## config.mk

```make
export PLATFORM = sky130hd
export DESIGN_NAME = ahb_uart_tx
export DESIGN_NICKNAME = d
export VERILOG_FILES = /design/src/rtl/ahb_uart_tx.sv
export SDC_FILE = /design/constraint.sdc
export NUM_CORES = 1
export LEC_CHECK = 0
export BUFFER_PORTS_ARGS = -buffer_cell sky130_fd_sc_hd__buf_2
export CAP_MARGIN = 20
export CORE_AREA = 2 2 103 105
export CTS_CLUSTER_DIAMETER = 120
export CTS_CLUSTER_SIZE = 8
export DETAILED_ROUTE_END_ITERATION = 8
export DIE_AREA = 0 0 105 107
export PLACE_DENSITY = 0.76
export SKIP_LAST_GASP = 1
export SYNTH_ARGS = -nofsm -noshare
export SYNTH_HDL_FRONTEND = slang
export SYNTH_SLANG_ARGS = --single-unit
```

## constraint.sdc

```tcl
create_clock -name HCLK -period 4.1 [get_ports HCLK]
set_input_delay 0.615 -clock HCLK [delete_from_list [all_inputs] [get_ports HCLK]]
set_output_delay 0.615 -clock HCLK [all_outputs]
set_load 0.01 [all_outputs]
```

## src/rtl/ahb_uart_tx.sv

```systemverilog
// ---------------------------------------------------------------------------
// ahb_uart_tx -- AHB-Lite slave UART transmitter (8N1, LSB first)
//
// CPU writes to DATA are buffered in a small TX FIFO and shifted out on TXD.
// STATUS and BAUDDIV are readable/writable over the same bus.
//
// Register map (word offsets):
//   0x0 DATA    W   HWDATA[7:0] pushed to the FIFO (reads return 0)
//   0x4 STATUS  R   [0] full [1] empty [2] busy [3] overflow [12:8] level
//               W   writing 1 to bit 3 clears overflow
//   0x8 BAUDDIV RW  [15:0]; bit period = BAUDDIV+1 HCLK cycles
//   0xC         reads 0, writes ignored
//
// Configuration macro:
//   AHB_UART_TX_STALL_EN  when defined, a DATA write that finds the FIFO full
//                         holds HREADYOUT low until a slot frees instead of
//                         dropping the byte and setting overflow.
//
// Ports:
//   HCLK, HRESET          clock, asynchronous active-high reset
//   HSEL, HADDR, HTRANS,
//   HWRITE, HSIZE,
//   HWDATA, HREADY        AHB-Lite slave inputs
//   HRDATA, HREADYOUT,
//   HRESP                 AHB-Lite slave outputs (HRESP always OKAY)
//   TXD                   serial output, idle high
//   TX_IRQ                high while FIFO empty and serializer idle
// ---------------------------------------------------------------------------
module ahb_uart_tx #(
    parameter int unsigned FIFO_DEPTH  = 4,
    parameter logic [15:0] BAUDDIV_RST = 16'd433
) (
    input  logic        HCLK,
    input  logic        HRESET,
    input  logic        HSEL,
    input  logic [11:0] HADDR,
    input  logic [1:0]  HTRANS,
    input  logic        HWRITE,
    input  logic [2:0]  HSIZE,
    input  logic [31:0] HWDATA,
    input  logic        HREADY,
    output logic [31:0] HRDATA,
    output logic        HREADYOUT,
    output logic        HRESP,
    output logic        TXD,
    output logic        TX_IRQ
);

    localparam int unsigned PTR_W = $clog2(FIFO_DEPTH);
    localparam int unsigned LVL_W = PTR_W + 1;

    typedef enum logic [1:0] {
        REG_DATA   = 2'd0,
        REG_STATUS = 2'd1,
        REG_BAUD   = 2'd2,
        REG_NONE   = 2'd3
    } reg_e;

    typedef enum logic [1:0] {
        ST_IDLE,
        ST_START,
        ST_DATA,
        ST_STOP
    } state_e;

    // ------------------------------------------------------------------
    // Address phase capture
    // ------------------------------------------------------------------
    logic       aph_valid_q;
    logic       aph_write_q;
    reg_e       aph_addr_q;
    logic [2:0] aph_size_q;

    // NOTE: state registers use non-blocking assignments so every flop
    // samples the pre-edge values of the others, regardless of block order.
    always_ff @(posedge HCLK or posedge HRESET) begin
        if (HRESET) begin
            aph_valid_q <= 1'b0;
            aph_write_q <= 1'b0;
            aph_addr_q  <= REG_DATA;
            aph_size_q  <= 3'd0;
        end else if (HREADY) begin
            aph_valid_q <= HSEL & HTRANS[1];
            aph_write_q <= HWRITE;
            aph_addr_q  <= reg_e'(HADDR[3:2]);
            aph_size_q  <= HSIZE;
        end
    end

    // ------------------------------------------------------------------
    // FIFO and serializer state declarations
    // ------------------------------------------------------------------
    logic [7:0]       mem_q [FIFO_DEPTH];
    logic [PTR_W-1:0] wr_ptr_q;
    logic [PTR_W-1:0] rd_ptr_q;
    logic [LVL_W-1:0] level_q;
    logic [LVL_W-1:0] level_d;
    logic             fifo_full;
    logic             fifo_empty;
    logic             push;
    logic             pop;
    logic             ovf_set;
    logic             data_wr;
    logic             reg_wr;

    state_e      state_q;
    logic [15:0] cnt_q;
    logic [15:0] div_q;
    logic [2:0]  bit_q;
    logic [7:0]  shift_q;
    logic        txd_q;
    logic        tx_irq_q;
    logic [15:0] bauddiv_q;
    logic        overflow_q;

    assign fifo_full  = (level_q == LVL_W'(FIFO_DEPTH));
    assign fifo_empty = (level_q == '0);

    // The serializer takes a byte either when idle or at the last cycle of a
    // stop bit, so consecutive frames run with no gap.
    assign pop = ~fifo_empty &
                 ((state_q == ST_IDLE) | ((state_q == ST_STOP) & (cnt_q == 16'd0)));

    // ------------------------------------------------------------------
    // Data phase: wait-state generation and write strobes
    // ------------------------------------------------------------------
`ifdef AHB_UART_TX_STALL_EN
    // A pop on this edge frees the slot, so the stalled write completes now.
    assign HREADYOUT = ~(aph_valid_q & aph_write_q & (aph_addr_q == REG_DATA) &
                         fifo_full & ~pop);
`else
    assign HREADYOUT = 1'b1;
`endif
    assign HRESP = 1'b0;

    assign reg_wr  = aph_valid_q & aph_write_q & HREADYOUT;
    assign data_wr = reg_wr & (aph_addr_q == REG_DATA);
    assign push    = data_wr & (~fifo_full | pop);
    assign ovf_set = data_wr & fifo_full & ~pop;

    // ------------------------------------------------------------------
    // TX FIFO
    // ------------------------------------------------------------------
    // NOTE: the storage array has no reset; the pointers and level alone
    // decide which entries are valid, so stale contents are never observed.
    always_ff @(posedge HCLK) begin
        if (push) begin
            mem_q[wr_ptr_q] <= HWDATA[7:0];
        end
    end

    // NOTE: the default assignment at the top keeps this block purely
    // combinational; a path that leaves level_d unassigned would infer a latch.
    always_comb begin
        level_d = level_q;
        if (push && !pop) begin
            level_d = level_q + 1'b1;
        end else if (pop && !push) begin
            level_d = level_q - 1'b1;
        end
    end

    always_ff @(posedge HCLK or posedge HRESET) begin
        if (HRESET) begin
            wr_ptr_q <= '0;
            rd_ptr_q <= '0;
            level_q  <= '0;
        end else begin
            if (push) wr_ptr_q <= wr_ptr_q + 1'b1;
            if (pop)  rd_ptr_q <= rd_ptr_q + 1'b1;
            level_q <= level_d;
        end
    end

    // ------------------------------------------------------------------
    // Control registers
    // ------------------------------------------------------------------
    always_ff @(posedge HCLK or posedge HRESET) begin
        if (HRESET) begin
            bauddiv_q  <= BAUDDIV_RST;
            overflow_q <= 1'b0;
        end else begin
            if (reg_wr && aph_addr_q == REG_BAUD) begin
                bauddiv_q <= HWDATA[15:0];
            end
            if (ovf_set) begin
                overflow_q <= 1'b1;
            end else if (reg_wr && aph_addr_q == REG_STATUS && HWDATA[3]) begin
                overflow_q <= 1'b0;
            end
        end
    end

    // ------------------------------------------------------------------
    // Serializer FSM
    // ------------------------------------------------------------------
    always_ff @(posedge HCLK or posedge HRESET) begin
        if (HRESET) begin
            state_q  <= ST_IDLE;
            cnt_q    <= 16'd0;
            div_q    <= BAUDDIV_RST;
            bit_q    <= 3'd0;
            shift_q  <= 8'd0;
            txd_q    <= 1'b1;
            tx_irq_q <= 1'b1;
        end else begin
            tx_irq_q <= fifo_empty & (state_q == ST_IDLE);
            case (state_q)
                ST_IDLE: begin
                    if (pop) begin
                        // Divisor is sampled per frame so a mid-frame
                        // BAUDDIV write only affects the next frame.
                        shift_q <= mem_q[rd_ptr_q];
                        div_q   <= bauddiv_q;
                        cnt_q   <= bauddiv_q;
                        txd_q   <= 1'b0;
                        state_q <= ST_START;
                    end
                end
                ST_START: begin
                    if (cnt_q == 16'd0) begin
                        cnt_q   <= div_q;
                        bit_q   <= 3'd0;
                        txd_q   <= shift_q[0];
                        state_q <= ST_DATA;
                    end else begin
                        cnt_q <= cnt_q - 16'd1;
                    end
                end
                ST_DATA: begin
                    if (cnt_q == 16'd0) begin
                        cnt_q   <= div_q;
                        shift_q <= shift_q >> 1;
                        if (bit_q == 3'd7) begin
                            txd_q   <= 1'b1;
                            state_q <= ST_STOP;
                        end else begin
                            bit_q <= bit_q + 3'd1;
                            txd_q <= shift_q[1];
                        end
                    end else begin
                        cnt_q <= cnt_q - 16'd1;
                    end
                end
                ST_STOP: begin
                    if (cnt_q == 16'd0) begin
                        if (pop) begin
                            shift_q <= mem_q[rd_ptr_q];
                            div_q   <= bauddiv_q;
                            cnt_q   <= bauddiv_q;
                            txd_q   <= 1'b0;
                            state_q <= ST_START;
                        end else begin
                            state_q <= ST_IDLE;
                        end
                    end else begin
                        cnt_q <= cnt_q - 16'd1;
                    end
                end
                default: state_q <= ST_IDLE;
            endcase
        end
    end

    assign TXD    = txd_q;
    assign TX_IRQ = tx_irq_q;

    // ------------------------------------------------------------------
    // Read data, driven from the registered address phase
    // ------------------------------------------------------------------
    logic [4:0] level_rd;
    assign level_rd = 5'(level_q);

    always_comb begin
        HRDATA = 32'd0;
        if (aph_valid_q && !aph_write_q) begin
            case (aph_addr_q)
                REG_STATUS: begin
                    HRDATA[0]    = fifo_full;
                    HRDATA[1]    = fifo_empty;
                    HRDATA[2]    = (state_q != ST_IDLE);
                    HRDATA[3]    = overflow_q;
                    HRDATA[12:8] = level_rd;
                end
                REG_BAUD: HRDATA[15:0] = bauddiv_q;
                default:  HRDATA = 32'd0;
            endcase
        end
    end

    // Bus fields this slave deliberately ignores.
    logic unused_bits;
    assign unused_bits = ^{HADDR[11:4], HADDR[1:0], HTRANS[0], HWDATA[31:16], aph_size_q};

endmodule

```

==> results of run 1 <==
## kinds of logic after synthesis
group                    count (synthesis)  share of synthesized area (%)
AND/OR/NAND/NOR                        116                           11.7
flip-flops                             107                           50.8
AO/OA/AOI/OAI                           80                           10.2
multiplexers                            74                           16.3
buffers and inverters                   53                           4.96
adder cells (fa/ha/maj)                 17                           3.92
XOR/XNOR                                13                           2.03
other                                    2                          0.134
## layout make-up
class                      count  area, µm²  share of cell area, %
clock buffer                   9        124                   2.05
clock inverter                 7       48.8                  0.806
inverter                      16       60.1                  0.992
multi-input combinational    318       2550                   42.1
sequential                   107       2850                   47.1
tap                          136        170                   2.81
timing repair buffer          47        250                   4.13
## layout by cell type, fill, tap and decap left out, types with 5 or more instances in the layout
| cell type | synthesis | final |
|---|---|---|
| clkbuf_8 | 0 | 9 |
| mux2_1 | 10 | 10 |
| mux4_2 | 8 | 8 |
| xor2_1 | 6 | 6 |
| a21oi_1 | 12 | 12 |
| ha_1 | 16 | 16 |
| o21ai_0 | 19 | 19 |
| xnor2_1 | 7 | 7 |
| nand3_1 | 14 | 14 |
| nor3_1 | 7 | 7 |
| buf_4 | 20 | 6 |
| mux2i_1 | 11 | 11 |
| dfstp_2 | 12 | 12 |
| inv_1 | 15 | 14 |
| edfxtp_1 | 32 | 32 |
| nor2_1 | 24 | 24 |
| nand2_1 | 24 | 24 |
| conb_1 | 2 | 18 |
| a22oi_1 | 12 | 12 |
| dfrtp_1 | 63 | 63 |
| and2_1 | 13 | 13 |
| a22o_1 | 5 | 5 |
| buf_2 | 3 | 41 |
| mux2_2 | 44 | 44 |
## power groups by stage
stage / sequential (µW) / clock (µW) / combinational [µW]
2_1_floorplan: 1660 / 0 / 1570
3_3_place_gp: 1810 / 0 / 1790
3_5_place_dp: 1830 / 0 / 1890
4_1_cts: 1810 / 603 / 1900
5_1_grt: 1860 / 648 / 2100
6_report: 1820 / 599 / 1920
## path summary, 6_finish.rpt
| kind | end | cells after the start | from |
|---|---|---|---|
| max in group asynchronous | cnt_q[10] | 3 | HRESET |
| min in group HCLK | aph_addr_q[1] | 3 | HADDR[3] |
| worst max register to register | level_q[2] | 11 | cnt_q[0] |
| worst max-delay path | level_q[2] | 11 | cnt_q[0] |
| worst min-delay path | bauddiv_q[11] | 2 | HRESET |
| worst min register to register | div_q[3] | 1 | div_q[3] |
## stage by stage
stage	worst slack [ns]	util [%]	instances	total power (µW)	hold WS (ns)
after floorplan	1.23	-	478	3230	0.449
after global placement	0.896	58.3	624	3600	0.462
after detailed placement	0.728	58.3	624	3720	0.471
after CTS	0.691	60.0	640	4310	0.246
after global routing	0.461	60.0	640	4610	0.265
final	0.685	60.0	640	4340	0.237
## metal layers
metal	vias to the layer above	GRT usage, %	routed length (µm)	part of all wire, %
li1	1739	-	-	-
met3	18	4.13	729	6.0
met2	166	36.7	5750	48
met4	0	6.86	167	1.4
met5	-	0	0	0
met1	1937	31.3	5410	45
## registers in the layout (all words and copies together), names as in the netlist
signal / count
state_q: 2
mem_q: 32
rd_ptr_q: 2
shift_q: 8
cnt_q: 16
overflow_q: 1
TX_IRQ: 1
aph_write_q: 1
aph_addr_q: 2
level_q: 3
div_q: 16
aph_valid_q: 1
TXD: 1
bauddiv_q: 16
bit_q: 3
wr_ptr_q: 2
==> out/summary.txt, run 1 <==
Status: complete, no violations
Top Family by Delay on Critical Path: adder cells
MaxCap Viol Count: 0
Mapped Area: 5620 µm²
Final Cycle Share: 83.3%
Post-route DRC: 0
RePlAce Congestion: 0.915
Leakage: 0.00255 µW
Largest cells by area after synthesis: dfrtp_1 (28%), edfxtp_1 (17%), mux2_2 (8.8%), dfstp_2 (5.6%), ha_1 (3.6%)
Top_reg_cell synth: dfrtp_1
Pint: 2560 µW
Root Buffer: clkbuf_8
Setup repair bufs after CTS: 0
H-tree levels: 3
Number of synthesized flops with an enable pin: 32
Clk network pwr share: 13.8%
Clk buf depth: 2
Final Instance Area: 6050 µm²
Setup Skew: 0.00943 ns
R2R setup slack: 0.69 ns
Post-route ant nets: 0
Total grt overflow: 0
CTS clk-pin slew, worst paths: 0.10 ns
Slowest cell on the critical path: a31oi_1
Overall Global Routing Usage: 22.6%
Setup violators final: 0
Antenna Cells: 0
Hold Crit Class: in -> async
Post-CTS sizing: 0
Min Tclk post-route: 3.41 ns
Core Rows: 37
CP arrival: 3.71 ns
Cts hold-fix bufs: 0
Share of layout cells above drive strength 1: 27.8%
DP HPWL: 8490 µm
Drt first pass iters: 5
Cell accounting for the most synthesized area: dfrtp_1
Count leader, synth: dfrtp_1
Seq pwr share: 41.9%
Sink Count: 107
Die ar.: 11,200 µm²
FMAX: 293 MHz
Post-DP Area: 5880 µm²
Yosys top cell area share: 28.1%
RSZ-0062 raised after global routing: false
Final-report hold violation count: 0
Slew Viols, Final: 0
Initial antenna violation count: 0
Post-synthesis register bit count: 107
DIE HEIGHT: 107 µm
Sequential fraction of the synthesis area: 50.8%
Fill count: 829
Setup CP Type: reg -> reg
First-pass GRT wire length: 20,000 µm
PwrDens: 717 nW/µm²
Slew HR: 43.8%
Synth warn: 0
Area grow syn2layout: 7.73%
Largest net degree at the start of global routing: 56
Chip width: 105 µm
Initial core utilization: 55.7%
Num CTS Buffers: 9
CTS tree: done
Worst Tran Pin Value: 0.840 ns
CP peak stage delay: 0.57 ns
Peak VDD IR: 0.366 mV
Logic gate share of total power: 44.3%
Vias: 3,860
Critical Path Start Type: flop
IO buf count: 41
Commonest cells in the netlist: dfrtp_1 (63), mux2_2 (44), edfxtp_1 (32)
Via/cell ratio: 6.03
Core area: 10,100 µm²
Mean Syn Cell Area: 12.2 µm²
WP data required: 4.39 ns
Ys async rst share: 70.1%
Worst skew pair latency: 0.37 ns
WL/cell: 18.8 µm
Top Ports: 90
Crit. End Element: flop
Synth unique cells: 69
Crit-path cells: inv_1 -> ha_1 -> nor4bb_1 -> a41oi_4 -> a31oi_1 -> ha_1 -> inv_1 -> fa_1 -> xor2_1 -> nor2_1 -> xor2_1
CP Max Fanout: 10
Number of global-route vias before repair: 3,847
Mapped Cells: 462
Switching share of power: 40.9%
# nets final: 570
CP Buf/Inv Count: 2
Post-Route WL: 12,100 µm
NetSw: 1780 µW
Iteration-0 DRC Markers: 324
Setup TNS: 0 ns
Note: power is estimated with default switching activity, not from simulation.
==> inputs of run 2 (changes only) <==
--- a/config.mk
+++ b/config.mk
@@ -7,12 +7,12 @@
 export LEC_CHECK = 0
 export BUFFER_PORTS_ARGS = -buffer_cell sky130_fd_sc_hd__buf_2
 export CAP_MARGIN = 20
-export CORE_AREA = 2 2 103 105
+export CORE_AREA = 2 2 108 110
 export CTS_CLUSTER_DIAMETER = 120
 export CTS_CLUSTER_SIZE = 8
 export DETAILED_ROUTE_END_ITERATION = 8
-export DIE_AREA = 0 0 105 107
-export PLACE_DENSITY = 0.76
+export DIE_AREA = 0 0 110 112
+export PLACE_DENSITY = 0.72
 export SKIP_LAST_GASP = 1
 export SYNTH_ARGS = -nofsm -noshare
 export SYNTH_HDL_FRONTEND = slang
==> constraint.sdc (replaced) <==
create_clock -name HCLK -period 3.1 [get_ports HCLK]
set_input_delay 0.465 -clock HCLK [delete_from_list [all_inputs] [get_ports HCLK]]
set_output_delay 0.465 -clock HCLK [all_outputs]
set_load 0.01 [all_outputs]
==> run 2 against run 1 <==
  * Count of clock-buffer cells in the layout increased by 3
  * Setup slack lost 0.41 ns
  * First-iteration DRC count fell by 1.5%
  * Hold slack got worse by 0.13 ns
  * Total power grew 40%
  * Final area is 2.9% higher
  * Cell count rose by 2.3%
  * Via count shrank 2.3%
  * Clock power rose by 84%
  * Sequential power is 32% higher
  * Critical endpoint unchanged
  * Largest power group unchanged
  * Highest routed layer unchanged
==> out/summary.txt, run 2 (synthesis gave the netlist of run 1 again) <==
Crit. End Element: flop
# nets final: 578 (+1.4%)
Switching share of power: 38.7% (-2.2 points)
Setup Skew: 0.00639 ns (-0.00304 ns)
Antenna Cells: 0 (unchanged)
DP HPWL: 8510 µm (+0.20%)
Core Rows: 39 (+5.4%)
CP arrival: 3.10 ns (-0.61 ns)
Setup CP Type: reg -> reg
Iteration-0 DRC Markers: 319 (-1.5%)
Worst skew pair latency: 0.35 ns (-0.02 ns)
Number of global-route vias before repair: 3,873 (+0.68%)
Largest net degree at the start of global routing: 30 (-46%)
Vias: 3,770 (-2.3%)
Slew Viols, Final: 0 (unchanged)
Slew HR: 54.3% (+10 points)
Root Buffer: clkbuf_16
Share of layout cells above drive strength 1: 28.7% (+0.93 points)
Pint: 3710 µW (+45%)
CP peak stage delay: 0.45 ns (-0.12 ns)
Peak VDD IR: 0.491 mV (+34%)
FMAX: 354 MHz (+21%)
Clk network pwr share: 18.1% (+4.3 points)
Final Instance Area: 6230 µm² (+2.9%)
Clk buf depth: 2 (unchanged)
First-pass GRT wire length: 20,000 µm (-0.14%)
Min Tclk post-route: 2.83 ns (-0.588 ns)
Via/cell ratio: 5.76 (-4.6%)
Leakage: 0.00265 µW (+3.6%)
Area grow syn2layout: 10.8%
Post-Route WL: 11,800 µm (-2.1%)
MaxCap Viol Count: 0 (unchanged)
Slowest cell on the critical path: dfrtp_1
IO buf count: 41 (unchanged)
WL/cell: 18.0 µm (-4.4%)
Post-DP Area: 5950 µm² (+1.2%)
Cts hold-fix bufs: 0 (unchanged)
CTS clk-pin slew, worst paths: 0.07 ns (-0.03 ns)
Commonest non-fill, non-tap cell in the layout: dfrtp_1
Post-route DRC: 0 (unchanged)
Number of gates on the worst path with buffers counted: 11 (unchanged)
NetSw: 2350 µW (+32%)
Initial core utilization: 50.3% (-5.4 points)
DIE HEIGHT: 112 µm (+4.7%)
WP data required: 3.38 ns (-1.01 ns)
Total grt overflow: 0 (unchanged)
Top Ports: 90 (unchanged)
RSZ-0062 raised after global routing: false
CP Buf/Inv Count: 2 (unchanged)
Setup TNS: 0 ns (unchanged)
Initial antenna violation count: 0 (unchanged)
Chip width: 110 µm (+4.8%)
Final Cycle Share: 91.2% (+7.9 points)
Critical Path Start Type: flop
Num CTS Buffers: 9 (unchanged)
Top Family by Delay on Critical Path: adder cells
Final-report hold violation count: 0 (unchanged)
Setup repair bufs after CTS: 0 (unchanged)
Core area: 11,200 µm² (+11%)
CTS tree: done
Post-CTS sizing: 0 (unchanged)
RePlAce Congestion: 0.927 (+1.3%)
Crit-path cells: inv_1 -> ha_1 -> nor4bb_1 -> a41oi_4 -> a31oi_1 -> ha_1 -> inv_1 -> fa_1 -> xor2_1 -> nor2_1 -> xor2_1
R2r worst-path depth: 11 (unchanged)
Status: complete, no violations
Sink Count: 107 (unchanged)
Most frequent cells in the layout: dfrtp_1 (63), mux2_2 (44), buf_2 (41)
Top reg by flops: mem_q
Setup violators final: 0 (unchanged)
CP Max Fanout: 6 (-4)
Post-route ant nets: 0 (unchanged)
Hold Crit Class: in -> async
Overall Global Routing Usage: 21.2% (-1.5 points)
PwrDens: 973 nW/µm² (+36%)
H-tree levels: 3 (unchanged)
Die ar.: 12,300 µm² (+9.7%)
Logic gate share of total power: 42.2% (-2.1 points)
Worst Tran Pin Value: 0.686 ns (-0.154 ns)
Seq pwr share: 39.7% (-2.2 points)
Drt first pass iters: 4 (-1)
Max reg flops: 32 (unchanged)
==> run 2: per-stage QoR <==
| stage | setup slack, ns | hold slack, ns | total power [µW] | util (%) | std cells |
|---|---|---|---|---|---|
| floorplan | 0.226 | 0.449 | 4270 | - | 478 |
| global placement | 0.422 | 0.468 | 4830 | 53.2 | 639 |
| detailed placement | 0.356 | 0.477 | 4950 | 53.2 | 639 |
| CTS | 0.274 | 0.110 | 6070 | 55.7 | 655 |
| global route | 0.0527 | 0.145 | 6450 | 55.7 | 655 |
| finish | 0.273 | 0.107 | 6060 | 55.7 | 655 |
==> run 2: path summary, 6_finish.rpt <==
check                         start       endpoint  slack (ns)
max reg2reg                cnt_q[0]     level_q[2]        0.27
max                        cnt_q[0]     level_q[2]        0.27
max in group asynchronous    HRESET   bauddiv_q[4]        2.22
min reg2reg                div_q[2]       div_q[2]        0.49
min in group HCLK          HADDR[3]  aph_addr_q[1]        0.32
min                          HRESET  bauddiv_q[14]        0.11
==> run 2: area by class of cell <==
class / instances / area [µm²]
flip-flops and latches: 107 / 2850
inverters: 16 / 60.1
repair buffers: 55 / 310
clock buffers: 12 / 246
clock inverters: 4 / 32.5
well taps: 143 / 179
fillers: 929 / 4950
multi-input cells: 318 / 2550
==> run 2: worst register-to-register path: cells and delay by family (launching register included) <==
kind                       cells  cell delay [ns]
DFF                            1             0.45
buffers and inverters          2             0.16
adders and majority gates      3             0.80
AOI/OAI and AO/OA              2             0.49
and+or+nand+nor                2             0.55
xor gates and xnor gates       2             0.31
==> run 2: layer usage <==
| metal | wire, µm | up-vias | global-route usage, % | share of wire (%) |
|---|---|---|---|---|
| li1 | - | 1759 | - | - |
| met1 | 5140 | 1860 | 28.9 | 44 |
| met2 | 5690 | 134 | 32.7 | 48 |
| met3 | 740 | 17 | 5.33 | 6.3 |
| met4 | 233 | 0 | 7.68 | 2.0 |
| met5 | 0 | - | 0 | 0 |
==> run 2: power groups by stage <==
stage	Combinational (µW)	Sequential, µW	Clock, µW
after CTS	2550	2400	1120
after floorplan	2080	2190	0
after global routing	2810	2470	1170
after detailed placement	2530	2420	0
final	2560	2400	1100
after global placement	2440	2400	0
==> inputs of run 3 (changes only) <==
--- a/config.mk
+++ b/config.mk
@@ -12,7 +12,7 @@
 export CTS_CLUSTER_SIZE = 8
 export DETAILED_ROUTE_END_ITERATION = 8
 export DIE_AREA = 0 0 110 112
-export PLACE_DENSITY = 0.72
+export PLACE_DENSITY = 0.87
 export SKIP_LAST_GASP = 1
 export SYNTH_ARGS = -nofsm -noshare
 export SYNTH_HDL_FRONTEND = slang
==> run 3 against run 2 <==
  * Flip-flop and latch count is the same
  * First-iteration DRC count is 19% higher
  * Clock skew grew 0.0034 ns
  * Die area did not move
  * Total power rose by 1.3%
  * Clock power is essentially flat
  * Cell count shrank 0.15%
  * Combinational power increased by 2%
  * Non-clock buffer count shrank 1
  * Hold slack gained 0.11 ns
==> out/summary.txt, run 3 (synthesis gave the netlist of run 1 again) <==
Num CTS Buffers: 9 (unchanged)
Setup repair bufs after CTS: 0 (unchanged)
Worst skew pair latency: 0.35 ns (about the same)
RePlAce Congestion: 0.903 (-2.6%)
Antenna Cells: 0 (unchanged)
Cts hold-fix bufs: 0 (unchanged)
Slowest cell on the critical path: dfrtp_1
Top Ports: 90 (unchanged)
Slew Viols, Final: 0 (unchanged)
Crit. End Element: flop
# nets final: 577 (-0.17%)
Root Buffer: clkbuf_16
Seq pwr share: 39.2% (-0.5 points)
Most frequent cells in the layout: dfrtp_1 (63), mux2_2 (44), buf_2 (41)
CP Buf/Inv Count: 2 (unchanged)
Hold_ws: 0.216 ns (+0.109 ns)
WL/cell: 18.6 µm (+3.0%)
Worst Tran Pin Value: 0.968 ns (+0.282 ns)
Die ar.: 12,300 µm² (unchanged)
Peak VDD IR: 0.667 mV (+36%)
Iteration-0 DRC Markers: 379 (+19%)
Switching share of power: 39.1% (+0.35 points)
Clk buf depth: 2 (unchanged)
WP data required: 3.37 ns (about the same)
Total grt overflow: 0 (unchanged)
Largest net degree at the start of global routing: 46 (+53%)
MaxCap Viol Count: 0 (unchanged)
Leakage: 0.00266 µW (+0.51%)
Commonest non-fill, non-tap cell in the layout: dfrtp_1
Core Rows: 39 (unchanged)
Final Cycle Share: 90.7% (-0.50 points)
Chip width: 110 µm (unchanged)
Max reg flops: 32 (unchanged)
DIE HEIGHT: 112 µm (unchanged)
Post-Route WL: 12,100 µm (+2.9%)
CP peak stage delay: 0.45 ns (about the same)
Core area: 11,200 µm² (unchanged)
Setup violators final: 0 (unchanged)
Hold Crit Class: in -> async
CP Max Fanout: 6 (unchanged)
Min Tclk post-route: 2.81 ns (-0.0155 ns)
RSZ-0062 raised after global routing: false
Vias: 3,880 (+2.9%)
H-tree levels: 3 (unchanged)
FMAX: 356 MHz (+0.55%)
Share of layout cells above drive strength 1: 29.2% (+0.45 points)
Critical Path Start Type: flop
Post-CTS sizing: 0 (unchanged)
NetSw: 2400 µW (+2.2%)
Setup Skew: 0.00981 ns (+0.00343 ns)
Setup CP Type: reg -> reg
Final Instance Area: 6250 µm² (+0.32%)
Area grow syn2layout: 11.2%
Final core occ: 55.9% (+0.18 points)
Post-DP Area: 5950 µm² (about the same)
Top Family by Delay on Critical Path: adder cells
Overall Global Routing Usage: 21.0% (-0.16 points)
Pint: 3740 µW (+0.71%)
Drt first pass iters: 5 (+1)
CP arrival: 3.08 ns (-0.02 ns)
Slew HR: 35.3% (-19 points)
Via/cell ratio: 5.93 (+3.1%)
Top reg by flops: mem_q
IO buf count: 41 (unchanged)
CTS clk-pin slew, worst paths: 0.07 ns (about the same)
Status: complete, no violations
Sink Count: 107 (unchanged)
CTS tree: done
PwrDens: 982 nW/µm² (+0.97%)
First-pass GRT wire length: 20,000 µm (+0.25%)
Logic gate share of total power: 42.4% (+0.2 points)
Crit-path cells: inv_1 -> ha_1 -> nor4bb_1 -> a41oi_4 -> a31oi_1 -> ha_1 -> inv_1 -> fa_1 -> xor2_1 -> nor2_1 -> xor2_1
Number of global-route vias before repair: 3,874 (+0.026%)
Final-report hold violation count: 0 (unchanged)
DP HPWL: 8430 µm (-0.93%)
Post-route DRC: 0 (unchanged)
Initial antenna violation count: 0 (unchanged)
Clk network pwr share: 18.4% (+0.3 points)
Post-route ant nets: 0 (unchanged)
Initial core utilization: 50.3% (unchanged)
Setup TNS: 0 ns (unchanged)
==> run 3: cell types whose count changed in the layout (fill, tap and decap cells not counted) <==
cell | previous run | this run
clkinv_2 | 0 | 2
clkinv_1 | 1 | 0
clkbuf_1 | 2 | 0
buf_4 | 14 | 12
clkbuf_8 | 1 | 2
inv_6 | 2 | 1
inv_8 | 1 | 2
buf_12 | 0 | 1
==> run 3: worst paths after layout <==
kind	to	from	cells past startpoint	slack, ns
min in group HCLK	aph_addr_q[1]	HADDR[3]	3	0.33
worst min-delay path	bauddiv_q[14]	HRESET	2	0.22
worst max-delay path	level_q[2]	cnt_q[0]	11	0.29
worst max register to register	level_q[2]	cnt_q[0]	11	0.29
max in group asynchronous	bauddiv_q[5]	HRESET	3	2.15
worst min register to register	div_q[6]	div_q[6]	1	0.49
==> run 3: power groups by stage <==
| stage | clock (µW) | sequential [µW] | combinational [µW] |
|---|---|---|---|
| 3_3_place_gp | 0 | 2380 | 2420 |
| 5_1_grt | 1190 | 2460 | 2820 |
| 3_5_place_dp | 0 | 2420 | 2540 |
| 4_1_cts | 1140 | 2400 | 2570 |
| 6_report | 1130 | 2410 | 2600 |
| 2_1_floorplan | 0 | 2190 | 2080 |
==> run 3: final cells by class <==
| cell class | instances | area [µm²] |
|---|---|---|
| Clock buffer | 11 | 253 |
| Clock inverter | 5 | 41.3 |
| Fill cell | 874 | 4930 |
| Inverter | 16 | 60.1 |
| Multi-Input combinational cell | 318 | 2550 |
| Sequential cell | 107 | 2850 |
| Tap cell | 143 | 179 |
| Timing Repair Buffer | 54 | 315 |
==> run 3: metrics by stage <==
stage	setup WS, ns	cells	power, µW
6_report	0.289	654	6140
5_1_grt	0.159	654	6470
4_1_cts	0.301	654	6100
3_5_place_dp	0.355	638	4950
3_3_place_gp	0.424	638	4800
2_1_floorplan	0.226	478	4270
==> run 3: routing by layer <==
layer / GRT usage [%] / up-vias / wire (µm)
li1: - / 1755 / -
met1: 27.9 / 1939 / 5030
met2: 34.1 / 172 / 6100
met3: 4.33 / 14 / 831
met4: 7.26 / 0 / 190
met5: 0 / - / 0
